**config.mk**
```make
export PLATFORM = sky130hd
export DESIGN_NAME = score_digit_sequencer_flat
export DESIGN_NICKNAME = d
export VERILOG_FILES = /design/src/rtl/score_digit_sequencer_if.sv /design/src/rtl/score_digit_sequencer.sv /design/src/flat_wrapper.sv
export SDC_FILE = /design/constraint.sdc
export NUM_CORES = 1
export LEC_CHECK = 0
export BUFFER_PORTS_ARGS = -buffer_cell sky130_fd_sc_hd__buf_4
export CAP_MARGIN = 30
export CORE_UTILIZATION = 40
export DETAILED_ROUTE_END_ITERATION = 8
export HOLD_SLACK_MARGIN = 0.05
export SLEW_MARGIN = 20
export SYNTH_ARGS = -nofsm -noshare
export SYNTH_HDL_FRONTEND = slang
export SYNTH_SLANG_ARGS = --single-unit
```
**constraint.sdc**
```tcl
create_clock -name clk -period 2.2 [get_ports clk]
set_input_delay 0.11 -clock clk [delete_from_list [all_inputs] [get_ports clk]]
set_output_delay 0.11 -clock clk [all_outputs]
set_load 0.02 [all_outputs]
```
**src/rtl/score_digit_sequencer_if.sv**
```systemverilog
// rtl/score_digit_sequencer_if.sv - raster, score, ROM-bank and pixel-output bundle for the score sequencer
interface score_digit_sequencer_if #(
    parameter int DIGITS = 4
);
    logic [9:0]          pixel_x;
    logic [9:0]          pixel_y;
    logic                video_on;
    logic                frame_start;
    logic [4*DIGITS-1:0] score_bcd;
    logic                blink_en;
    logic [4:0]          rom_row;
    logic [4:0]          rom_col;
    logic [3:0]          rom_digit;
    logic [11:0]         rom_color;
    logic [11:0]         color_out;
    logic                in_box;
    logic                bcd_error;

    modport master (
        output pixel_x, pixel_y, video_on, frame_start, score_bcd, blink_en, rom_color,
        input  rom_row, rom_col, rom_digit, color_out, in_box, bcd_error
    );

    modport slave (
        input  pixel_x, pixel_y, video_on, frame_start, score_bcd, blink_en, rom_color,
        output rom_row, rom_col, rom_digit, color_out, in_box, bcd_error
    );
endinterface

```
**src/rtl/score_digit_sequencer.sv**
```systemverilog
// rtl/score_digit_sequencer.sv - maps the raster onto decimal score glyph slots and realigns ROM colour data
module score_digit_sequencer #(
    parameter int          X0     = 400,
    parameter int          Y0     = 20,
    parameter int          DIGITS = 4,
    parameter int          PITCH  = 30,
    parameter logic [11:0] BG     = 12'h000
) (
    input  logic                  clk,
    input  logic                  reset,
    score_digit_sequencer_if.slave bus
);
    localparam int SW      = 4 * DIGITS;
    localparam int GLYPH_W = 25;
    localparam int GLYPH_H = 30;

    logic [SW-1:0]     score_q;
    logic [5:0]        frame_cnt;
    logic              bcd_error_q;
    logic              hit1;
    logic              hit2;
    logic [4:0]        row_q;
    logic [4:0]        col_q;
    logic [3:0]        digit_q;
    logic [11:0]       color_q;
    logic              in_box_q;

    logic [9:0]        dx;
    logic [9:0]        dy;
    logic [9:0]        base;
    logic [9:0]        off;
    logic [2:0]        slot;
    logic [3:0]        nib;
    logic              supp;
    logic              run_zero;
    logic [DIGITS-1:0] zero_prefix;
    logic              snap_bad;
    logic              visible;
    logic              hit_c;

    // Slot index via comparator chain against multiples of PITCH; the last match wins.
    always_comb begin
        dx   = bus.pixel_x - 10'(X0);
        dy   = bus.pixel_y - 10'(Y0);
        slot = 3'd0;
        base = 10'd0;
        for (int k = 1; k <= DIGITS; k++) begin
            if (dx >= 10'(k * PITCH)) begin
                slot = 3'(k);
                base = 10'(k * PITCH);
            end
        end
        off = dx - base;
    end

    // Leading-zero blanking; the least significant slot always shows.
    always_comb begin
        run_zero    = 1'b1;
        zero_prefix = '0;
        for (int i = 0; i < DIGITS; i++) begin
            run_zero       = run_zero & (score_q[4*(DIGITS-1-i) +: 4] == 4'd0);
            zero_prefix[i] = run_zero & (i != DIGITS - 1);
        end
    end

    always_comb begin
        nib  = 4'd0;
        supp = 1'b0;
        for (int i = 0; i < DIGITS; i++) begin
            if (slot == 3'(i)) begin
                nib  = score_q[4*(DIGITS-1-i) +: 4];
                supp = zero_prefix[i];
            end
        end
    end

    always_comb begin
        snap_bad = 1'b0;
        for (int i = 0; i < DIGITS; i++) begin
            if (bus.score_bcd[4*i +: 4] > 4'd9) begin
                snap_bad = 1'b1;
            end
        end
    end

    assign visible = !bus.blink_en | !frame_cnt[5];

    assign hit_c = bus.video_on & visible
                 & (bus.pixel_x >= 10'(X0)) & (slot < 3'(DIGITS)) & (off < 10'(GLYPH_W))
                 & (bus.pixel_y >= 10'(Y0)) & (dy < 10'(GLYPH_H))
                 & !supp & (nib <= 4'd9);

    always_ff @(posedge clk or posedge reset) begin
        if (reset) begin
            score_q     <= '0;
            frame_cnt   <= 6'd0;
            bcd_error_q <= 1'b0;
            hit1        <= 1'b0;
            hit2        <= 1'b0;
            row_q       <= 5'd0;
            col_q       <= 5'd0;
            digit_q     <= 4'd0;
            color_q     <= BG;
            in_box_q    <= 1'b0;
        end else begin
            // A glyph pixel in the snapshot cycle still sees the old score_q.
            if (bus.frame_start) begin
                score_q   <= bus.score_bcd;
                frame_cnt <= frame_cnt + 6'd1;
                if (snap_bad) begin
                    bcd_error_q <= 1'b1;
                end
            end
            hit1    <= hit_c;
            row_q   <= hit_c ? dy[4:0]  : 5'd0;
            col_q   <= hit_c ? off[4:0] : 5'd0;
            digit_q <= hit_c ? nib      : 4'd0;
            // hit2 lines up with the ROM's registered read of the stage-1 address.
            hit2     <= hit1;
            color_q  <= hit2 ? bus.rom_color : BG;
            in_box_q <= hit2;
        end
    end

    assign bus.rom_row   = row_q;
    assign bus.rom_col   = col_q;
    assign bus.rom_digit = digit_q;
    assign bus.color_out = color_q;
    assign bus.in_box    = in_box_q;
    assign bus.bcd_error = bcd_error_q;
endmodule

```
**src/flat_wrapper.sv**
```systemverilog
// flat-port wrapper written by rule: the top's interface ports become plain ports
module score_digit_sequencer_flat 
#(
    parameter int          X0     = 400,
    parameter int          Y0     = 20,
    parameter int          DIGITS = 4,
    parameter int          PITCH  = 30,
    parameter logic [11:0] BG     = 12'h000
)
  (clk, reset, bus_pixel_x, bus_pixel_y, bus_video_on, bus_frame_start, bus_score_bcd, bus_blink_en, bus_rom_color, bus_rom_row, bus_rom_col, bus_rom_digit, bus_color_out, bus_in_box, bus_bcd_error);
  score_digit_sequencer_if #(.DIGITS(DIGITS)) bus_i ();
  input  logic clk;
  input  logic reset;
  input wire logic [$bits(bus_i.pixel_x)-1:0] bus_pixel_x;
  input wire logic [$bits(bus_i.pixel_y)-1:0] bus_pixel_y;
  input wire logic [$bits(bus_i.video_on)-1:0] bus_video_on;
  input wire logic [$bits(bus_i.frame_start)-1:0] bus_frame_start;
  input wire logic [$bits(bus_i.score_bcd)-1:0] bus_score_bcd;
  input wire logic [$bits(bus_i.blink_en)-1:0] bus_blink_en;
  input wire logic [$bits(bus_i.rom_color)-1:0] bus_rom_color;
  output wire logic [$bits(bus_i.rom_row)-1:0] bus_rom_row;
  output wire logic [$bits(bus_i.rom_col)-1:0] bus_rom_col;
  output wire logic [$bits(bus_i.rom_digit)-1:0] bus_rom_digit;
  output wire logic [$bits(bus_i.color_out)-1:0] bus_color_out;
  output wire logic [$bits(bus_i.in_box)-1:0] bus_in_box;
  output wire logic [$bits(bus_i.bcd_error)-1:0] bus_bcd_error;
  assign bus_i.pixel_x = bus_pixel_x;
  assign bus_i.pixel_y = bus_pixel_y;
  assign bus_i.video_on = bus_video_on;
  assign bus_i.frame_start = bus_frame_start;
  assign bus_i.score_bcd = bus_score_bcd;
  assign bus_i.blink_en = bus_blink_en;
  assign bus_i.rom_color = bus_rom_color;
  assign bus_rom_row = bus_i.rom_row;
  assign bus_rom_col = bus_i.rom_col;
  assign bus_rom_digit = bus_i.rom_digit;
  assign bus_color_out = bus_i.color_out;
  assign bus_in_box = bus_i.in_box;
  assign bus_bcd_error = bus_i.bcd_error;
  score_digit_sequencer #(.X0(X0), .Y0(Y0), .DIGITS(DIGITS), .PITCH(PITCH), .BG(BG)) u_core (.clk(clk), .reset(reset), .bus(bus_i));
endmodule
```
Yosys cells after proc, flatten, opt, wreduce, memory -nomap -nowiden:

Cells that the tools add are included.

* add/subtract/negate cells: 4
* order comparisons: 14
* eq/ne operators: 3
* multiplexer cells: 24
* bitwise gates (word level): 11
* reductions and logical operators: 8

Operators with widths (number)
* 2-to-1 mux 10 bit: 3
* >= comparator 10 x 5 -> 1 bit, second input constant: 2
* >= comparator 10 x 7 -> 1 bit, second input constant: 2
* less-than comparator 10 x 5 -> 1 bit, second input constant: 2
* 2-to-1 mux 4 bit: 5
* > comparator 4 bit, second input constant: 4
* 2-to-1 mux 5 bit: 3
* zero test 4 bit: 3
* 2-to-1 mux 12 bit: 1
* bitwise AND 1 bit: 10
* >= comparator 10 x 6 -> 1 bit, second input constant: 1
* >= comparator 10 x 9 -> 1 bit, second input constant: 1
* subtractor 10 bit: 1
* subtractor 10 x 5 -> 10 bit, second input constant: 1
* subtractor 10 x 9 -> 10 bit, second input constant: 1
* 2-to-1 mux 1 bit: 9
* 2-to-1 mux 3 bit: 3
* adder 6 x 1 -> 6 bit, second input constant: 1
* equality test 3 x 2 -> 1 bit, second input constant: 2
* less-or-equal comparator 4 bit, second input constant: 1
* equality test 3 x 1 -> 1 bit, second input constant: 1
* zero test 1 bit: 3
* zero test 3 bit: 1
* less-than comparator 3 bit, second input constant: 1
* 2 further kinds: 2

* register bits: 52
* input bits: 53
* logic and storage cells: 74

Depth between registers and ports, before layout:

Gate-level depths: netlist of run 1.

* depth in word-level cells: 15
* mapped depth: 17
* depth with buffers taken out: 16

Least setup slack after synthesis of run 1:

No wires, ideal clock.

* kind: input-to-reg
* start: input port bus_pixel_x[4]
* end: register u_core.digit_q[1] (netlist: u_core.bus.rom_digit[1])
* library setup time: 0.111 ns
* arrival: 3.004 ns
* required time: 2.089 ns
* setup slack: -0.915 ns
* cell stages on the path: 16
* path buffers: 0
* path through: inv_1 ha_1 nand2b_1 mux2i_1 a31o_2 nand2_2 a21oi_1 o21a_1 ha_1 fa_1 nor2b_1 o21ai_0 nand2b_1 or3b_1 a2111o_1 a2111oi_2

* longest elaborated chain between the ends: 15
* elaborated cells between the ends (all ways): 39
* those cells by class: 2 x add/sub; 8 x order compare; 3 x eq/ne; 17 x mux; 7 x bitwise; 2 x reduce/logical

Ends and longest elaborated chain
* start: declaration: RTL line flat_wrapper.sv:14 `input wire logic [$bits(bus_i.pixel_x)-1:0] bus_pixel_x;`
* parallel branches: the longest is 14 deep, another holds subtractor 10 x 9 -> 10 bit
* 2-to-1 mux 4 bit (*): RTL line score_digit_sequencer.sv:117 `digit_q <= hit_c ? nib : 4'd0;`
* end signal: assignment: RTL line score_digit_sequencer.sv:117
* end: declaration: RTL line score_digit_sequencer.sv:24 `logic [3:0] digit_q;`

Every way passes the cells marked *.
A chain may end at the register's enable or synchronous reset.

Worst setup path after layout of run 1:

* start: input port bus_pixel_x[4]
* end: register u_core.row_q[4] (netlist: u_core.bus.rom_row[4])

* longest elaborated chain between the ends: 15
* elaborated cells between the ends (all ways): 39
* those cells by class: 2 x add/sub; 8 x order compare; 3 x eq/ne; 17 x mux; 7 x bitwise; 2 x reduce/logical

Ends and longest elaborated chain
* parallel branches: the longest is 13 deep, another holds subtractor 10 x 9 -> 10 bit
* bitwise AND 1 bit (*): RTL line score_digit_sequencer.sv:91 `& !supp & (nib <= 4'd9);`
* 2-to-1 mux 5 bit (*): RTL line score_digit_sequencer.sv:115 `row_q <= hit_c ? dy[4:0] : 5'd0;`
* end signal: assignment: RTL line score_digit_sequencer.sv:115
* end: declaration: RTL line score_digit_sequencer.sv:22 `logic [4:0] row_q;`

Marks and branches as above.

==> metrics.md, run 1 <==
| Metric | Value |
|---|---|
| Nets | `478` |
| Drt drc | `0` |
| Worst-path fanout max | `6` |
| Fmax | `343 MHz` |
| Clk network pwr share | `24.4%` |
| Yosys reg bits | `52` |
| Final worst slack | `-0.717 ns` |
| Failing checks | `setup timing` |
| Area growth syn-to-layout | `59.2%` |
| # setup viols final | `15` |
| Initial core utilization | `around two fifths` |
| Worst endpoint required time | `2.42 ns` |
| Leak | `2.13 nW` |
| Core area | `6760 um2` |
| Vias per cell | `4.98` |
| Detail Route Antenna Nets | `0` |
| Seq/Total Area, Yosys | `46.8%` |
| Register area | `1300 um2` |
| Initial DRC count | `61` |
| Total power | `2.37 mW` |
| Largest net degree at the start of global routing | `24` |
| CTS Root Cell | `clkbuf_8` |
| Reg clk slew, reported paths | `around 0.10 ns` |
| DPL Wire Length | `slightly above 5 mm` |
| Final TNS setup | `-10.23 ns` |
| CP endpoint kind | `flip-flop` |
| Number of port buffers | `80` |
| Worst slew pin tran | `0.414 ns` |
| Int Power | `1.67 mW` |
| Synth warn | `0` |
| Ant. Diodes | `0` |
| Startpoint Class | `primary input` |
| Total CTS buffers | `5` |
| Max_slew headroom | `71.7%` |
| Placed cells | `448` |
| Data arrival, critical path | `3.14 ns` |
| Row count | `30` |
| Longest Clk Path Bufs | `2` |
| Comb pwr share | `between 20% and 30%` |
| Syn_area_per_cell | `11.5 um2` |
| Switching share of total power | `29.6%` |
| Layout filler cell count | `549` |
| Setup Skew | `about 0.0068 ns` |
| Die area | `7290 um2` |
| Clk_lat worst skew | `0.31 ns` |
| Synth unique cells | `between 50 and 60` |
| Max Cap Viol | `0` |
| Reg power frac | `47.0%` |
| Layout cells sized above 1 | `between 40 and 50%` |
| Cells after Synth | `242` |
| # IOs | `81` |
| Total wire length | `around 6.8 mm` |
| Max-slew violations | `0` |
| Syn_nets | `just over 300` |
| Final worst path period share | `133%` |
| Post-Syn Area | `2780 um2` |
| Clock Sinks | `52` |
| RePlAce Congestion | `0.852` |
| Final hold vios | `0` |
| GRT Util Overall | `19.2%` |
| Synth Flop Type | `dfrtp_1` |
| Routed WL per cell | `13.8 um` |
| Pwr/cell area | `between 500 and 600 nW/um2` |
| Tmin final | `2.92 ns` |
| DIE HEIGHT | `85.4 um` |
| Hold Path Class | `primary input to flip-flop` |
| H-Tree Depth | `2` |
| Crit path kind | `primary input to flip-flop` |
| CTS tree | `done` |
| Vias | `2457` |
| Post-synth EDFFs | `0` |
| Multi-input gate area | `1470 um2` |
| Fin cells | `between 400 and 500` |
| RSZ-0062 raised after global routing | `yes` |
| Status | `finished, violations left` |
| Remaining global-route overflow | `0` |
| Vias in the first global route | `approximately 2500` |
| NetSw | `0.701 mW` |
| Pre-antenna DRT Iters | `4` |
| First-pass GRT wire length | `~11 mm` |
| Post-synth ARST share | `between 90% and 100%` |
| Initial antenna violation count | `0` |
| DIE WIDTH | `85.4 um` |
| VDD IR max | `between 300 and 400 uV` |
## Yosys cell counts (all sizes together), types with 6 or more instances
library cell  instances  area (um2)
nand2b                6        37.5
a211oi               11         128
inv                  15        56.3
o21ai                10        50.1
mux2                 18         203
nand2                15        61.3
a21oi                 6        30.0
dfrtp                52        1300
ha                   12         150
nand4                 6        37.5
and2                 13        81.3
## cell usage in the layout (no fill, tap or decap), drive strengths merged, types with 6 or more instances in the layout
cell,n
dfrtp,52
and2,13
inv,16
buf,138
o21ai,10
nand4,6
mux2,18
a21oi,6
dlygate4sd3,32
ha,12
nand2,15
a211oi,11
nand2b,6
## power groups by stage
stage                     combinational (mW)  clock (mW)  sequential, mW
after global placement                 0.596           0            1.13
after detailed placement               0.607           0            1.13
final                                  0.677       0.578            1.11
after global routing                   0.744       0.632            1.12
after floorplan                        0.329           0            1.11
after CTS                              0.675       0.602            1.11
## metrics by stage
step	hold WS, ns	worst slack [ns]	area (um2)	util, %
global placement	0.0553	-1.04	3890	57.5
finish	0.169	-0.717	4430	65.6
detailed placement	0.0584	-1.16	3890	57.5
floorplan	0.176	-0.810	2800	-
global route	0.184	-0.885	4430	65.6
CTS	0.0538	-0.744	4400	65.2
## layer usage
layer	vias up	global-route usage, %	share of wire, %
li1	1220	-	-
met1	1163	25.2	47
met2	69	33.5	47
met3	5	3.60	5.0
met4	0	3.33	0.68
met5	-	0	0
## sequential cells by signal, summed over array words and instances (netlist names)
register and flops:
u_core.bus.rom_col 5, u_core.bus.in_box 1, u_core.hit2 1, u_core.frame_cnt 6, u_core.bus.rom_digit 4, u_core.hit1 1
u_core.score_q 16, u_core.bus.color_out 12, u_core.bus.bcd_error 1, u_core.bus.rom_row 5
## final cells by class
type / count / area share, %
Multi-Input combinational cell: 168 / 33.3
Timing Repair Buffer: 170 / 31.6
Clock buffer: 5 / 1.55
Clock inverter: 3 / 0.621
Tap cell: 80 / 2.26
Sequential cell: 52 / 29.4
Inverter: 15 / 1.33
## timing repair
action                                 CTS  global route
hold buffers                            31             1
endpoints found under the hold margin   40             1
resized for setup                       17             3
pin swaps                                5             2
setup endpoints to repair               15            15
gates cloned                             1             0
setup buffers                            4             0
## worst paths after layout
check | start | end | slack, ns | depth (start not counted)
max | bus_pixel_x[4] | u_core.bus.rom_row[4] | -0.72 | 18
min | bus_pixel_x[0] | u_core.bus.rom_col[0] | 0.17 | 4
max reg2reg | u_core.score_q[9] | u_core.bus.rom_row[4] | -0.03 | 8
min reg2reg | u_core.hit1 | u_core.hit2 | 0.37 | 0
max in group asynchronous | reset | u_core.bus.rom_col[1] | 1.37 | 4
min in group asynchronous | reset | u_core.bus.color_out[4] | 0.28 | 3
## cells by family after synthesis
logic type	after synthesis	share of synthesized area (%)
XOR/XNOR	10	3.42
buffers and inverters	22	3.46
multiplexers	23	9.08
flip-flops	52	46.8
AO/OA/AOI/OAI	57	17.5
adder cells (fa/ha/maj)	13	6.11
AND/OR/NAND/NOR	65	13.6
## worst max-delay path, cell delays in order
cell      delay [ns]
buf_6           0.08
inv_4           0.05
ha_4            0.16
nand2b_1        0.10
mux2i_1         0.19
a31o_2          0.25
nand2_4         0.09
a21oi_4         0.13
o21a_1          0.14
ha_2            0.18
fa_2            0.20
nor2b_1         0.05
o21ai_1         0.11
nand2b_1        0.08
or3b_1          0.35
a2111o_1        0.51
buf_6           0.20
a211oi_1        0.15
No activity file was read; power rests on OpenSTA's default activity.
==> run 2: changes to the inputs <==
Settings changed: CORE_MARGIN set to 1.5, PLACE_DENSITY_LB_ADDON set to 0.08.
==> metrics.md, run 2 (same netlist as run 1, synthesis figures left out) <==
| Metric | Value |
|---|---|
| Data arrival, critical path | `3.13 ns (about the same)` |
| Worst flop-to-flop path startpoint | `u_core.score_q[9]` |
| Clock Sinks | `52 (unchanged)` |
| Worst slew pin tran | `0.442 ns (+0.0285 ns)` |
| Fin util | `65.3% (-0.24 points)` |
| Drt drc | `0 (unchanged)` |
| H-Tree Depth | `2 (unchanged)` |
| CP endpoint kind | `flip-flop` |
| Multi-input gate area | `1470 um2 (about the same)` |
| Clk_lat worst skew | `0.32 ns (about the same)` |
| Total wire length | `6.69 mm (-1.8%)` |
| Initial core utilization | `41.2% (unchanged)` |
| Final TNS setup | `-9.61 ns (+0.617 ns)` |
| Largest register FFs | `16 (unchanged)` |
| Largest net degree at the start of global routing | `24 (unchanged)` |
| Vias per cell | `4.92 (-1.3%)` |
| Max_slew headroom | `69.8% (-1.9 points)` |
| Row count | `30 (unchanged)` |
| Most common cell after layout, fill and taps aside | `buf_4` |
| Max Cap Viol | `0 (unchanged)` |
| # IOs | `81 (unchanged)` |
| Hold path startpoint | `bus_pixel_y[1]` |
| Layout filler cell count | `545 (-0.73%)` |
| Vias in the first global route | `2427 (-1.1%)` |
| Core area | `6760 um2 (unchanged)` |
| Reg clk slew, reported paths | `0.09 ns (about the same)` |
| Area growth syn-to-layout | `58.6%` |
| Longest Clk Path Bufs | `2 (unchanged)` |
| CTS Root Cell | `clkbuf_8` |
| Crit path cell chain | `buf_8 -> or3_4 -> nor3_2 -> a31o_2 -> nand2_4 -> a21oi_2 -> o21a_1 -> ha_2 -> fa_2 -> nor2b_1 -> o21ai_1 -> nand2b_1 -> or3b_1 -> a2111o_1 -> buf_6 -> a211oi_2` |
| Leak | `2.11 nW (-0.63%)` |
| CTS tree | `done` |
| Failing checks | `setup timing` |
| GRT Util Overall | `18.4% (-0.76 points)` |
| Initial DRC count | `45 (-26%)` |
| Status | `finished, violations left` |
| Finished Cell Area | `4410 um2 (-0.37%)` |
| Commonest cells after routing, fill and taps aside | `buf_4, dfrtp_1, dlygate4sd3_1` |
| CP Launch Point | `bus_pixel_x[5]` |
| DIE HEIGHT | `86.4 um (+1.2%)` |
| Max-slew violations | `0 (unchanged)` |
| Setup Skew | `0.00932 ns (+0.00247 ns)` |
| Register area | `1300 um2 (unchanged)` |
| Routed WL per cell | `13.6 um (-1.4%)` |
| VDD IR max | `435 uV (+43%)` |
| Remaining global-route overflow | `0 (unchanged)` |
| Ant. Diodes | `0 (unchanged)` |
| Fmax | `345 MHz (+0.75%)` |
| Initial antenna violation count | `0 (unchanged)` |
| Total CTS buffers | `5 (unchanged)` |
| Final worst path period share | `132% (-0.98 points)` |
| Final hold vios | `0 (unchanged)` |
| Slowest-stage cell, CP | `a2111o_1` |
| Startpoint Class | `primary input` |
| Vias | `2416 (-1.7%)` |
| Detail Route Antenna Nets | `0 (unchanged)` |
| First-pass GRT wire length | `10.9 mm (-2.4%)` |
| RePlAce Congestion | `0.838 (-1.6%)` |
| Tmin final | `2.89 ns (-0.0217 ns)` |
| DIE WIDTH | `86.4 um (+1.2%)` |
| Critical path's largest stage delay | `0.48 ns (-0.03 ns)` |
| Crit path kind | `primary input to flip-flop` |
| Final worst slack | `-0.695 ns (+0.0217 ns)` |
| Pwr/cell area | `534 nW/um2 (about the same)` |
| Total power | `2.36 mW (-0.40%)` |
| Top reg by flops | `u_core.score_q` |
| Pre-antenna DRT Iters | `4 (unchanged)` |
| DPL Wire Length | `5.00 mm (-1.2%)` |
| Layout cells sized above 1 | `49.4% (+1.7 points)` |
| Hold Path Class | `primary input to flip-flop` |
| # setup viols final | `15 (unchanged)` |
| Nets | `476 (-0.42%)` |
| Number of port buffers | `80 (unchanged)` |
| Worst endpoint required time | `2.43 ns (about the same)` |
| Worst-path fanout max | `6 (unchanged)` |
| RSZ-0062 raised after global routing | `yes` |
| Placed Area | `3870 um2 (-0.39%)` |
| Die area | `7470 um2 (+2.4%)` |
[run 2: cell count changes in the layout (fill, tap and decap cells not counted), moves of 2 or more]
cell / change
a21oi_2: +2
ha_1: -2
ha_2: +2
nor2_1: -2
nor2_2: +2
[run 2: power by group]
group / internal [mW] / total [mW] / switching [mW]
clock network: 0.234 / 0.574 / 0.340
logic: 0.385 / 0.675 / 0.290
registers: 1.04 / 1.11 / 0.0659
[run 2: area by class of cell]
type                       instances  area share [%]
inverter                          15            1.39
clock buffer                       5            1.56
timing repair buffer             168            31.3
clock inverter                     3           0.624
tap                               80            2.27
sequential                        52            29.5
multi-input combinational        168            33.4
[run 2: critical path, delay by kind of cell]
kind	cells	cell delay [ns]
AND/OR/NAND/NOR	6	1.11
AO/OA/AOI/OAI	6	1.25
buffers and inverters	2	0.29
adder cells (fa/ha/maj)	2	0.38
[run 2: timing repair]
| item | 4_1_cts | 5_1_grt |
|---|---|---|
| endpoints found under the hold margin | 43 | 0 |
| setup endpoints to repair | 15 | 15 |
| pin swaps | 7 | 7 |
| cloned | 1 | 0 |
| gates resized for setup | 17 | 9 |
| setup buffers | 4 | 1 |
| hold buffers | 31 | 0 |
[run 2: final timing paths]
check                           slack [ns]                 endpoint  cells past startpoint
worst max-delay path                 -0.69    u_core.bus.rom_row[4]                     16
worst max register to register       -0.01    u_core.bus.rom_row[4]                      8
min in group asynchronous             0.29  u_core.bus.color_out[4]                      3
max in group asynchronous             1.32    u_core.bus.rom_col[1]                      4
worst min register to register        0.38              u_core.hit2                      0
worst min-delay path                  0.06    u_core.bus.rom_row[1]                      3
[run 2: layer usage]
metal	track usage, %	share of wire [%]	up-vias
met2	32.6	50	54
met3	3.62	4.0	6
met5	0	0	-
met1	23.3	45	1137
li1	-	-	1219
met4	4.25	0.93	0
[run 2: stage by stage]
stage	std cells	setup WS (ns)	hold slack (ns)
floorplan	242	-0.810	0.176
global placement	446	-1.07	0.0836
CTS	490	-0.699	0.0538
global route	491	-0.848	0.0592
detailed placement	446	-1.15	0.0883
finish	491	-0.695	0.0574
==> run 3: changes to the inputs <==
Clock period 2.2 ns to 2.96 ns, I/O delays scaled along.
==> metrics.md, run 3 (same netlist as run 1, synthesis figures left out) <==
| Metric | Value |
|---|---|
| Worst R2R Path Depth | `6 (-2)` |
| Total wire length | `6.83 mm (+2.1%)` |
| Remaining global-route overflow | `0 (unchanged)` |
| CTS Root Cell | `clkbuf_8` |
| CTS tree | `done` |
| Detail Route Antenna Nets | `0 (unchanged)` |
| Vias in the first global route | `2357 (-2.9%)` |
| Startpoint Class | `primary input` |
| Hold depth | `2 (-1)` |
| Row count | `30 (unchanged)` |
| Status | `finished, violations left` |
| Data arrival, critical path | `3.18 ns (+0.05 ns)` |
| Layout filler cell count | `564 (+3.5%)` |
| Vias per cell | `5.07 (+3.0%)` |
| Leak | `2.00 nW (-5.1%)` |
| Most common cell after layout, fill and taps aside | `buf_4` |
| Worst slew pin tran | `0.608 ns (+0.165 ns)` |
| Worst endpoint required time | `3.17 ns (+0.74 ns)` |
| Tmin final | `2.97 ns` |
| Routed WL per cell | `14.7 um (+8.2%)` |
| Final worst path period share | `100%` |
| Reg power frac | `48.3% (+1.3 points)` |
| Fmax | `between 300 and 400 MHz` |
| Fin util | `62.7% (-2.6 points)` |
| Worst-path fanout max | `5 (-1)` |
| Ant. Diodes | `0 (unchanged)` |
| Drt drc | `0 (unchanged)` |
| Max_slew headroom | `59.4% (-10 points)` |
| DPL Wire Length | `5.06 mm (+1.1%)` |
| Core area | `6760 um2 (unchanged)` |
| Pwr/cell area | `406 nW/um2 (-24%)` |
| Crit path kind | `primary input to flip-flop` |
| Final worst slack | `-0.00539 ns (+0.689 ns)` |
| Initial DRC count | `44 (-2.2%)` |
| Worst Hold Endpoint | `u_core.bus.color_out[11]` |
| GRT Util Overall | `19.0% (+0.59 points)` |
| Commonest cells after routing, fill and taps aside | `buf_4, dfrtp_1, mux2_2` |
| Final hold vios | `0 (unchanged)` |
| DIE WIDTH | `86.4 um (unchanged)` |
| Setup Skew | `0.0113 ns (+0.00193 ns)` |
| FF-to-FF End | `u_core.bus.rom_row[1]` |
| Nets | `448 (-5.9%)` |
| Failing checks | `setup timing` |
| First-pass GRT wire length | `11.0 mm (+1.2%)` |
| Switching share of total power | `30.0% (+0.53 points)` |
| Hold path startpoint | `bus_rom_color[11]` |
| Post-Place Setup Slack | `-0.407 ns (+0.743 ns)` |
| # setup viols final | `2 (-13)` |
| Worst flop-to-flop path startpoint | `u_core.score_q[9]` |
| Largest register FFs | `16 (unchanged)` |
| RePlAce Congestion | `0.911 (+8.6%)` |
| Largest net degree at the start of global routing | `29 (+21%)` |
| RSZ-0062 raised after global routing | `yes` |
| Longest Clk Path Bufs | `2 (unchanged)` |
| Clock Sinks | `52 (unchanged)` |
| Max-slew violations | `0 (unchanged)` |
| Total CTS buffers | `5 (unchanged)` |
| Pre-antenna DRT Iters | `4 (unchanged)` |
| Number of port buffers | `80 (unchanged)` |
| Initial core utilization | `41.2% (unchanged)` |
| Vias | `2347 (-2.9%)` |
| Layout cells sized above 1 | `49.9% (+0.48 points)` |
| Initial antenna violation count | `0 (unchanged)` |
| Clk_lat worst skew | `0.32 ns (about the same)` |
| Clk network pwr share | `24.1% (-0.2 points)` |
| DIE HEIGHT | `86.4 um (unchanged)` |
| Top reg by flops | `u_core.score_q` |
| Final TNS setup | `-0.0101 ns (+9.60 ns)` |
| Area growth syn-to-layout | `52.3%` |
| Die area | `7470 um2 (unchanged)` |
| Max Cap Viol | `0 (unchanged)` |
| Hold Path Class | `primary input to flip-flop` |
| Reg clk slew, reported paths | `0.09 ns (about the same)` |
| Comb pwr share | `27.7% (-0.9 points)` |
| NetSw | `0.516 mW (-26%)` |
| Int Power | `1.20 mW (-28%)` |
| CP endpoint kind | `flip-flop` |
| VDD IR max | `309 uV (-29%)` |
| Worst R2R Setup Slack | `0.67 ns (+0.68 ns)` |
| H-Tree Depth | `2 (unchanged)` |
| # IOs | `81 (unchanged)` |
-- run 3: changes by cell type in the layout (fill, tap and decap cells not counted), moves of 2 or more --
cell and delta:
buf_4 -15, a21oi_2 -2, a2111oi_4 +2, buf_6 +2, dlygate4sd3_1 -16, nor3_2 -2, buf_8 +2, inv_4 -2
a2111oi_2 -2, nor3_4 +2, inv_6 +2
-- run 3: per-layer routing --
metal / wire length, um / vias up / part of all wire [%] / track usage, %
met3: 311 / 12 / 4.6 / 4.38
met4: 111 / 0 / 1.6 / 5.13
met1: 2910 / 1106 / 43 / 23.2
met2: 3500 / 62 / 51 / 33.8
li1: - / 1167 / - / -
met5: 0 / - / 0 / 0
-- run 3: worst max path at each step --
stage / start / to / slack [ns] / cells past startpoint
6_report: bus_pixel_x[5] / u_core.bus.rom_digit[2] / -0.005 / 16
5_1_grt: bus_pixel_x[4] / u_core.bus.rom_digit[2] / -0.20 / 18
4_1_cts: bus_pixel_x[5] / u_core.bus.rom_row[2] / -0.02 / 16
3_5_place_dp: bus_pixel_x[4] / u_core.bus.rom_row[4] / -0.41 / 16
3_3_place_gp: bus_pixel_x[4] / u_core.hit1 / -0.38 / 16
2_1_floorplan: bus_pixel_x[4] / u_core.bus.rom_digit[1] / -0.09 / 14
-- run 3: cell type report --
class / count / area [um2] / area share [%]
repair buffers: 140 / 1140 / 26.9
inverters: 15 / 61.3 / 1.45
multi-input cells: 168 / 1540 / 36.4
well taps: 80 / 100 / 2.36
clock buffers: 5 / 68.8 / 1.62
clock inverters: 3 / 21.3 / 0.502
flip-flops and latches: 52 / 1300 / 30.7
-- run 3: worst max-delay path: stages --
cell and delay (ns):
buf_8 0.10, inv_2 0.08, ha_4 0.21, inv_1 0.07
nand4_1 0.11, o211ai_1 0.37, a21oi_4 0.10, buf_4 0.15
ha_1 0.28, a21o_1 0.12, a22o_1 0.13, a21o_1 0.11
or3b_1 0.35, a2111o_1 0.49, buf_4 0.19, a2111oi_4 0.17
-- run 3: power groups by stage --
| stage | clock (mW) | sequential [mW] | combinational [mW] |
|---|---|---|---|
| after global routing | 0.455 | 0.842 | 0.525 |
| after detailed placement | 0 | 0.842 | 0.413 |
| after floorplan | 0 | 0.827 | 0.245 |
| after CTS | 0.423 | 0.829 | 0.444 |
| final | 0.414 | 0.830 | 0.476 |
| after global placement | 0 | 0.842 | 0.404 |
-- run 3: timing repair --
item,in CTS,in global routing
pin swaps,4,4
resized for setup,20,15
gates cloned,1,0
buffers inserted,3,4
setup endpoints to repair,14,15
hold endpoints to repair,39,2
hold buffers,13,2
-- run 3: metrics by stage --
stage | cell area [um2] | power (mW) | instances | hold slack (ns)
after floorplan | 2800 | 1.07 | 242 | 0.214
after global placement | 3720 | 1.25 | 429 | 0.334
after detailed placement | 3740 | 1.26 | 430 | 0.266
after CTS | 4070 | 1.70 | 455 | 0.0539
after global routing | 4240 | 1.82 | 463 | 0.0515
final | 4240 | 1.72 | 463 | 0.0629
